--- config.mk ---
export PLATFORM = sky130hd
export DESIGN_NAME = gpio_pad_ctrl
export DESIGN_NICKNAME = d
export VERILOG_FILES = /design/src/rtl/gpio_pad_ctrl.sv
export SDC_FILE = /design/constraint.sdc
export NUM_CORES = 1
export LEC_CHECK = 0
export ABC_CLOCK_PERIOD_IN_PS = 11050
export CAP_MARGIN = 10
export CORE_ASPECT_RATIO = 0.9
export CORE_MARGIN = 2
export CORE_UTILIZATION = 60
export CTS_CLUSTER_DIAMETER = 60
export CTS_CLUSTER_SIZE = 8
export DETAILED_ROUTE_END_ITERATION = 8
export DONT_BUFFER_PORTS = 1
export GPL_TIMING_DRIVEN = 0
export PLACE_DENSITY = 0.76
export SYNTH_ARGS = -nofsm -noshare
export SYNTH_HDL_FRONTEND = slang
export SYNTH_SLANG_ARGS = --single-unit
--- constraint.sdc ---
create_clock -name clk -period 11.05 [get_ports clk]
set_input_delay 2.21 -clock clk [delete_from_list [all_inputs] [get_ports clk]]
set_output_delay 2.21 -clock clk [all_outputs]
set_load 0.03 [all_outputs]
--- src/rtl/gpio_pad_ctrl.sv ---
// GPIO pad controller: bus-mapped OUT/OEN/IE/status registers, input synchronizers,
// edge detection and a level interrupt, all in the single core clock domain.
module gpio_pad_ctrl #(
  parameter int GPIO_W      = 32,
  parameter int SYNC_STAGES = 2
) (
  input  logic              clk,
  input  logic              reset,
  input  logic              i_wb_cyc,
  input  logic              i_wb_stb,
  input  logic              i_wb_we,
  input  logic [4:0]        i_wb_adr,
  input  logic [31:0]       i_wb_dat,
  input  logic [3:0]        i_wb_sel,
  output logic [31:0]       o_wb_dat,
  output logic              o_wb_ack,
  input  logic [GPIO_W-1:0] i_gpio,
  output logic [GPIO_W-1:0] o_gpio,
  output logic [GPIO_W-1:0] en_gpio,
  output logic              o_irq
);

  localparam logic [2:0] REG_IN      = 3'd0;
  localparam logic [2:0] REG_OUT     = 3'd1;
  localparam logic [2:0] REG_OEN     = 3'd2;
  localparam logic [2:0] REG_RISE_IE = 3'd3;
  localparam logic [2:0] REG_FALL_IE = 3'd4;
  localparam logic [2:0] REG_STATUS  = 3'd5;

  // Handshake: a request is cyc & stb while no ack is outstanding; it is
  // answered by a one-cycle ack on the next edge, which is also the edge where
  // writes land and read data is captured. A held strobe thus acks every other cycle.
  logic       req, wr, rd;
  logic [2:0] reg_sel;
  logic       unused_adr;

  assign req        = i_wb_cyc & i_wb_stb & ~o_wb_ack;
  assign wr         = req & i_wb_we;
  assign rd         = req & ~i_wb_we;
  assign reg_sel    = i_wb_adr[4:2];
  assign unused_adr = ^i_wb_adr[1:0];

  logic [31:0]       byte_mask;
  logic [GPIO_W-1:0] bm, wd;

  always_comb begin
    byte_mask = '0;
    for (int b = 0; b < 4; b++) byte_mask[8*b +: 8] = {8{i_wb_sel[b]}};
  end

  assign bm = byte_mask[GPIO_W-1:0];
  assign wd = i_wb_dat[GPIO_W-1:0] & bm;

  logic [SYNC_STAGES-1:0][GPIO_W-1:0] sync_q;
  logic [GPIO_W-1:0] sync, prev_q;
  logic [GPIO_W-1:0] out_q, oen_q, rise_ie_q, fall_ie_q, status_q;
  logic [GPIO_W-1:0] rise, fall, w1c_mask, status_next;
  logic [31:0]       rd_mux;

  assign sync = sync_q[SYNC_STAGES-1];
  assign rise = sync & ~prev_q;
  assign fall = ~sync & prev_q;

  // Clear happens first, so an edge landing on the same cycle as its W1C survives.
  assign w1c_mask    = (wr && reg_sel == REG_STATUS) ? wd : '0;
  assign status_next = (status_q & ~w1c_mask) | (rise & rise_ie_q) | (fall & fall_ie_q);

  always_comb begin
    rd_mux = '0;
    case (reg_sel)
      REG_IN:      rd_mux[GPIO_W-1:0] = sync;
      REG_OUT:     rd_mux[GPIO_W-1:0] = out_q;
      REG_OEN:     rd_mux[GPIO_W-1:0] = oen_q;
      REG_RISE_IE: rd_mux[GPIO_W-1:0] = rise_ie_q;
      REG_FALL_IE: rd_mux[GPIO_W-1:0] = fall_ie_q;
      REG_STATUS:  rd_mux[GPIO_W-1:0] = status_q;
      default:     rd_mux = '0;
    endcase
  end

  always_ff @(posedge clk or posedge reset) begin
    if (reset) begin
      sync_q <= '0;
      prev_q <= '0;
    end else begin
      sync_q <= {sync_q[SYNC_STAGES-2:0], i_gpio};
      prev_q <= sync;
    end
  end

  always_ff @(posedge clk or posedge reset) begin
    if (reset) begin
      out_q     <= '0;
      oen_q     <= '1;
      rise_ie_q <= '0;
      fall_ie_q <= '0;
      status_q  <= '0;
      o_wb_ack  <= 1'b0;
      o_wb_dat  <= '0;
    end else begin
      status_q <= status_next;
      o_wb_ack <= req;
      o_wb_dat <= rd ? rd_mux : '0;
      if (wr) begin
        case (reg_sel)
          REG_OUT:     out_q     <= (out_q & ~bm) | wd;
          REG_OEN:     oen_q     <= (oen_q & ~bm) | wd;
          REG_RISE_IE: rise_ie_q <= (rise_ie_q & ~bm) | wd;
          REG_FALL_IE: fall_ie_q <= (fall_ie_q & ~bm) | wd;
          default:     ;
        endcase
      end
    end
  end

  assign o_gpio  = out_q;
  assign en_gpio = oen_q;
  assign o_irq   = |status_q;

endmodule
Yosys cells after proc, flatten, opt, wreduce, memory -nomap -nowiden
Index checks and enable logic that the tools add are counted.
W data, S select, Z words.
{"block": "totals", "register_bits": 289, "latchBits": 0, "mem_bits_rw": 0, "romBits": 0, "inputBits": 78, "out_inout_bits": 98, "memories": 0}
{"block": "op_classes", "addsub": 0, "multipliers": 0, "div": 0, "magnitude_cmp": 0, "n_eq_ne": 5, "shift": 0, "n_mux": 3, "bitwise": 26, "reduce_logical": 7}
{"operator": "$and A32 B32 Y32", "count": 10}
{"operator": "$or A32 B32 Y32", "count": 6}
{"operator": "$pmux W32 S6", "count": 1}
{"operator": "$not A32 Y32", "count": 4}
{"operator": "$mux W32", "count": 2}
{"operator": "$reduce_or A32 Y1", "count": 1}
{"operator": "$reduce_and A2 Y1", "count": 4}
{"operator": "$eq A3 B2 Y1 const B", "count": 2}
{"operator": "$eq A3 B3 Y1 const B", "count": 2}
{"operator": "$and A1 B1 Y1", "count": 4}
{"operator": "$eq A3 B1 Y1 const B", "count": 1}
{"operator": "$logic_not A3 Y1", "count": 1}
{"operator": "$not A1 Y1", "count": 2}
{"operator": "$logic_and A1 B1 Y1", "count": 1}

Depth between registers and ports, before layout
{"block": "logic_depth", "word_depth": 9, "mapped_depth": 7, "mapped_depth_nobuf": 4}

Worst setup path after synthesis
Ideal clock, no wire load.
{"block": "synth_timing", "path_kind": "input to register", "from": "input i_wb_adr[3]", "to": "register (tool-made name)", "setup_time_ns": 0.128, "arrival_ns": 3.369, "required_time_ns": 10.922, "setup_slack_ns": 7.554, "stages": 6, "path_cell_list": "buf_4 nand2b_1 buf_2 nor2_4 nand3_2 mux2_1"}
{"element": "from (decl)", "line_no": "12", "source": "input logic [4:0] i_wb_adr,"}

Worst setup path in the final report
{"block": "layout_timing", "from": "register status_q[13]", "to": "output o_irq"}
{"block": "layout_between", "elab_chain_len": 1}
{"element": "from (decl)", "line_no": "56", "source": "logic [GPIO_W-1:0] out_q, oen_q, rise_ie_q, fall_ie_q, status_q;"}
{"element": "from (signal assigned)", "line_no": "101", "source": "status_q <= status_next;"}
{"element": "$reduce_or A32 Y1", "line_no": "118", "source": "assign o_irq = |status_q;"}
{"element": "to (decl)", "line_no": "20", "source": "output logic o_irq"}
No other way between the ends.

==> impl_metrics.prom <==
# TYPE chip_impl_metric gauge
chip_impl_metric{name="placeableCoreArea",unit="mm2"} 0.0191
chip_impl_metric{name="detailedRoute.firstPassIterationCount",unit=""} 6
chip_impl_metric{name="port_buffers",unit=""} 0
chip_impl_metric{name="timing.critical_path.fanout_max",unit=""} 3
chip_impl_metric{name="synth-async-reset-ratio",unit=""} 1.00
chip_impl_metric{name="via_count_of_the_first_global_routing_pass",unit=""} 8135
chip_impl_info{name="path_class",value="reg2out"} 1
chip_impl_metric{name="wl",unit="um"} 30300
chip_impl_info{name="startpoint_type",value="register"} 1
chip_impl_metric{name="final_hold_violating_endpoints",unit=""} 0
chip_impl_metric{name="synth_cell_types",unit=""} 40
chip_impl_metric{name="cts_setup_buffers",unit=""} 0
chip_impl_metric{name="synthesis.area",unit="mm2"} 0.0116
chip_impl_info{name="cp_cell_sequence",value="nor4_1 -> nand4_1 -> or2_2"} 1
chip_impl_info{name="run_status",value="finished clean"} 1
chip_impl_metric{name="die_width",unit="um"} 151
chip_impl_metric{name="total_power",unit="W"} 0.00275
chip_impl_metric{name="via_cell_ratio",unit=""} 6.50
chip_impl_metric{name="numClockSinks",unit=""} 289
chip_impl_metric{name="nNetsFinal",unit=""} 982
chip_impl_metric{name="crit_buf_inv",unit=""} 0
chip_impl_metric{name="grt_start_max_net_pins",unit=""} 122
chip_impl_metric{name="clkTransAtPathRegs",unit="ns"} 0.05
chip_impl_metric{name="total_power_divided_by_cell_area",unit="mW/mm2"} 208
chip_impl_metric{name="power.static_leakage",unit="nW"} 5.76
chip_impl_metric{name="grtUsageTotal",unit=""} 0.302
chip_impl_metric{name="clkLatencyLatePin",unit="ns"} 0.53
chip_impl_info{name="setup.worst_path.start",value="status_q[13]"} 1
chip_impl_metric{name="grt_pass1_wl",unit="um"} 46300
chip_impl_info{name="rsz_0062_raised_after_global_routing",value="false"} 1
chip_impl_metric{name="globalplace.congestion",unit=""} 0.855
chip_impl_metric{name="worst_path_largest_cell_delay",unit="ns"} 0.47
chip_impl_metric{name="clockBufferDepth",unit=""} 3
chip_impl_metric{name="number_of_top_level_pins",unit=""} 176
chip_impl_metric{name="timing.clock.skew",unit="ns"} 0.0213
chip_impl_info{name="synth_most_common_cell",value="dfrtp_1"} 1
chip_impl_metric{name="netlist_instances",unit=""} 858
chip_impl_metric{name="max-cap-violations",unit=""} 0
chip_impl_info{name="top_post_synthesis_cells_by_area",value="dfrtp_1 (55%), mux2_2 (14%), dfstp_2 (7.2%)"} 1
chip_impl_metric{name="grt_remaining_overflow",unit=""} 0
chip_impl_metric{name="ff2ff_setup_slack",unit="ns"} 8.85
chip_impl_metric{name="yosys_warnings",unit=""} 0
chip_impl_metric{name="cell_rows",unit=""} 48
chip_impl_metric{name="post_synth.cell_area_avg",unit="um2"} 13.6
chip_impl_metric{name="tritoncts.num_buffers",unit=""} 42
chip_impl_metric{name="post_route_core_utilization",unit=""} 0.692
chip_impl_metric{name="chipHeight",unit="um"} 136
chip_impl_metric{name="fin_crit",unit="ns"} 4.37
chip_impl_metric{name="number_of_antenna_cells_inserted",unit=""} 0
chip_impl_info{name="endpoint_kind",value="primary output"} 1
chip_impl_metric{name="detailed_place.area",unit="mm2"} 0.0120
chip_impl_metric{name="area_added_between_synthesis_and_finish",unit="%"} 13.5
chip_impl_metric{name="synth-seq-area-share",unit=""} 0.625
chip_impl_metric{name="dieArea",unit="mm2"} 0.0205
chip_impl_metric{name="worst_slew_margin_rel",unit=""} 0.234
chip_impl_info{name="synth_largest_area_cell",value="dfrtp_1"} 1
chip_impl_metric{name="setup_tns_final",unit="ns"} 0
chip_impl_metric{name="worst_vdd_drop",unit="uV"} 159
chip_impl_metric{name="finalMaxSlewViolations",unit=""} 0
chip_impl_metric{name="cp_data_arrival_time",unit="ns"} 2.16
chip_impl_metric{name="dp_hpwl",unit="um"} 20000
chip_impl_metric{name="worst_slew_pin_slew",unit="ns"} 1.14
chip_impl_metric{name="synth.top_cell.area_share",unit=""} 0.552
chip_impl_info{name="worstHoldStart",value="sync_q[4]"} 1
chip_impl_metric{name="fin_crit_sh",unit=""} 0.395
chip_impl_metric{name="ant_nets",unit=""} 0
chip_impl_metric{name="cts_resizes",unit=""} 0
chip_impl_info{name="critical-path-slowest-cell",value="nor4_1"} 1
chip_impl_metric{name="number_of_antenna_violations_at_the_first_check_in_global_routing",unit=""} 0
chip_impl_metric{name="worst_hold_slack",unit="ns"} 0.344
chip_impl_metric{name="detail_route.wl_per_cell",unit="um"} 25.6
chip_impl_metric{name="layout-drive-gt1-share",unit=""} 0.283
chip_impl_info{name="post_synth_most_frequent_cells",value="dfrtp_1 (257), mux2_2 (141), nand2_1 (83), o21ai_0 (41), nand3b_1 (38)"} 1
chip_impl_metric{name="setup_viol_count_final",unit=""} 0
chip_impl_metric{name="synth_seq_cells",unit=""} 289
chip_impl_info{name="critPathTopFamily",value="simple AND/OR/NAND/NOR gates"} 1
chip_impl_metric{name="mappedNetlistNets",unit=""} 936
chip_impl_info{name="main_flop_type_after_synthesis",value="dfrtp_1"} 1
chip_impl_metric{name="via_count",unit=""} 7697
chip_impl_info{name="r2r-start",value="o_wb_ack"} 1
chip_impl_metric{name="synth_edf_count",unit=""} 0
chip_impl_info{name="hold_class",value="reg2reg"} 1
chip_impl_metric{name="clock.fmax",unit="MHz"} 229
chip_impl_metric{name="critical_path_data_required_time",unit="ns"} 8.84
chip_impl_metric{name="fillerInstances",unit=""} 1259
chip_impl_metric{name="dr.first_iter.drc_count",unit=""} 619
chip_impl_metric{name="ctsHoldBuffers",unit=""} 0
chip_impl_info{name="ctsRootBufferMaster",value="clkbuf_16"} 1
chip_impl_metric{name="start_util",unit=""} 0.610
chip_impl_metric{name="remaining_drc_errors",unit=""} 0
chip_impl_metric{name="layout.cell_area.non_filler",unit="mm2"} 0.0132
chip_impl_info{name="tritoncts_clock_tree",value="yes"} 1
chip_impl_metric{name="htreeDepth",unit=""} 2
==> worst reg2reg max path: cells and delay by family, from the launching register on <==
family           cells  cell delay, ns
AND/OR/NAND/NOR      2            1.17
multiplexers         1            0.41
flip-flops           1            0.50
==> kinds of logic (layout without fill, tap and decap cells) <==
logic type	Yosys count	after routing	synth area share
AOI/OAI and AO/OA	159	159	0.0893
buffers and inverters	39	115	0.0154
DFF	289	289	0.625
muxes	183	183	0.174
and+or+nand+nor	188	188	0.0965
==> metal layers <==
| metal | routed length (um) | global-route usage | vias up |
|---|---|---|---|
| li1 | - | - | 3224 |
| met1 | 11800 | 0.395 | 3975 |
| met2 | 14600 | 0.483 | 421 |
| met3 | 2840 | 0.0826 | 77 |
| met4 | 1030 | 0.124 | 0 |
| met5 | 0 | 0 | - |
==> metrics by stage <==
stage               setup WS (ns)  cells
floorplan                   0.916    858
global placement            -1.19   1108
detailed placement           6.77   1110
CTS                          6.71   1184
global route                 6.67   1184
finish                       6.68   1184
==> final timing paths <==
kind,endpoint,cells after the start
worst min register to register,sync[4],0
worst max register to register,register,3
min in group asynchronous,sync[3],1
worst max-delay path,o_irq,3
worst min-delay path,sync[4],0
max in group asynchronous,o_wb_dat[21],2
==> power by group <==
| part | switching, W | leakage, nW | internal, W |
|---|---|---|---|
| logic | 0.000110 | 1.68 | 0.000119 |
| registers | 0.000171 | 3.51 | 0.00119 |
| clock network | 0.000447 | 0.571 | 0.000709 |
==> cell type report <==
class | instances | area (um2) | area share
sequential | 289 | 7270 | 0.550
clock buffer | 70 | 1160 | 0.0875
inverter | 9 | 41.3 | 0.00312
buffer | 30 | 145 | 0.0110
clock inverter | 4 | 42.5 | 0.00322
multi-input combinational | 530 | 4190 | 0.317
tap | 250 | 313 | 0.0237
timing repair buffer | 2 | 55.1 | 0.00417
==> placed cells by master (no fill, tap or decap), types with 4 or more instances in the layout <==
master | Yosys | layout
nand3_2 | 6 | 6
inv_1 | 8 | 7
mux2_2 | 141 | 141
buf_4 | 5 | 5
dfrtp_1 | 257 | 257
mux2i_1 | 36 | 36
nor4_1 | 8 | 8
mux2_1 | 5 | 5
nand2_1 | 83 | 83
nand3_4 | 4 | 4
clkbuf_1 | 12 | 40
buf_2 | 11 | 11
dfstp_2 | 32 | 32
nand3b_1 | 38 | 38
a31oi_1 | 5 | 5
a222oi_1 | 13 | 13
nor2_1 | 26 | 26
o21ai_0 | 41 | 41
a21o_1 | 32 | 32
o22ai_1 | 10 | 10
a221oi_1 | 6 | 6
nor4_4 | 4 | 4
clkbuf_16 | 0 | 42
a211o_1 | 5 | 5
a21oi_1 | 36 | 36
nor3_2 | 4 | 4
a22o_1 | 9 | 9
Power figures use the tool's default switching activity.
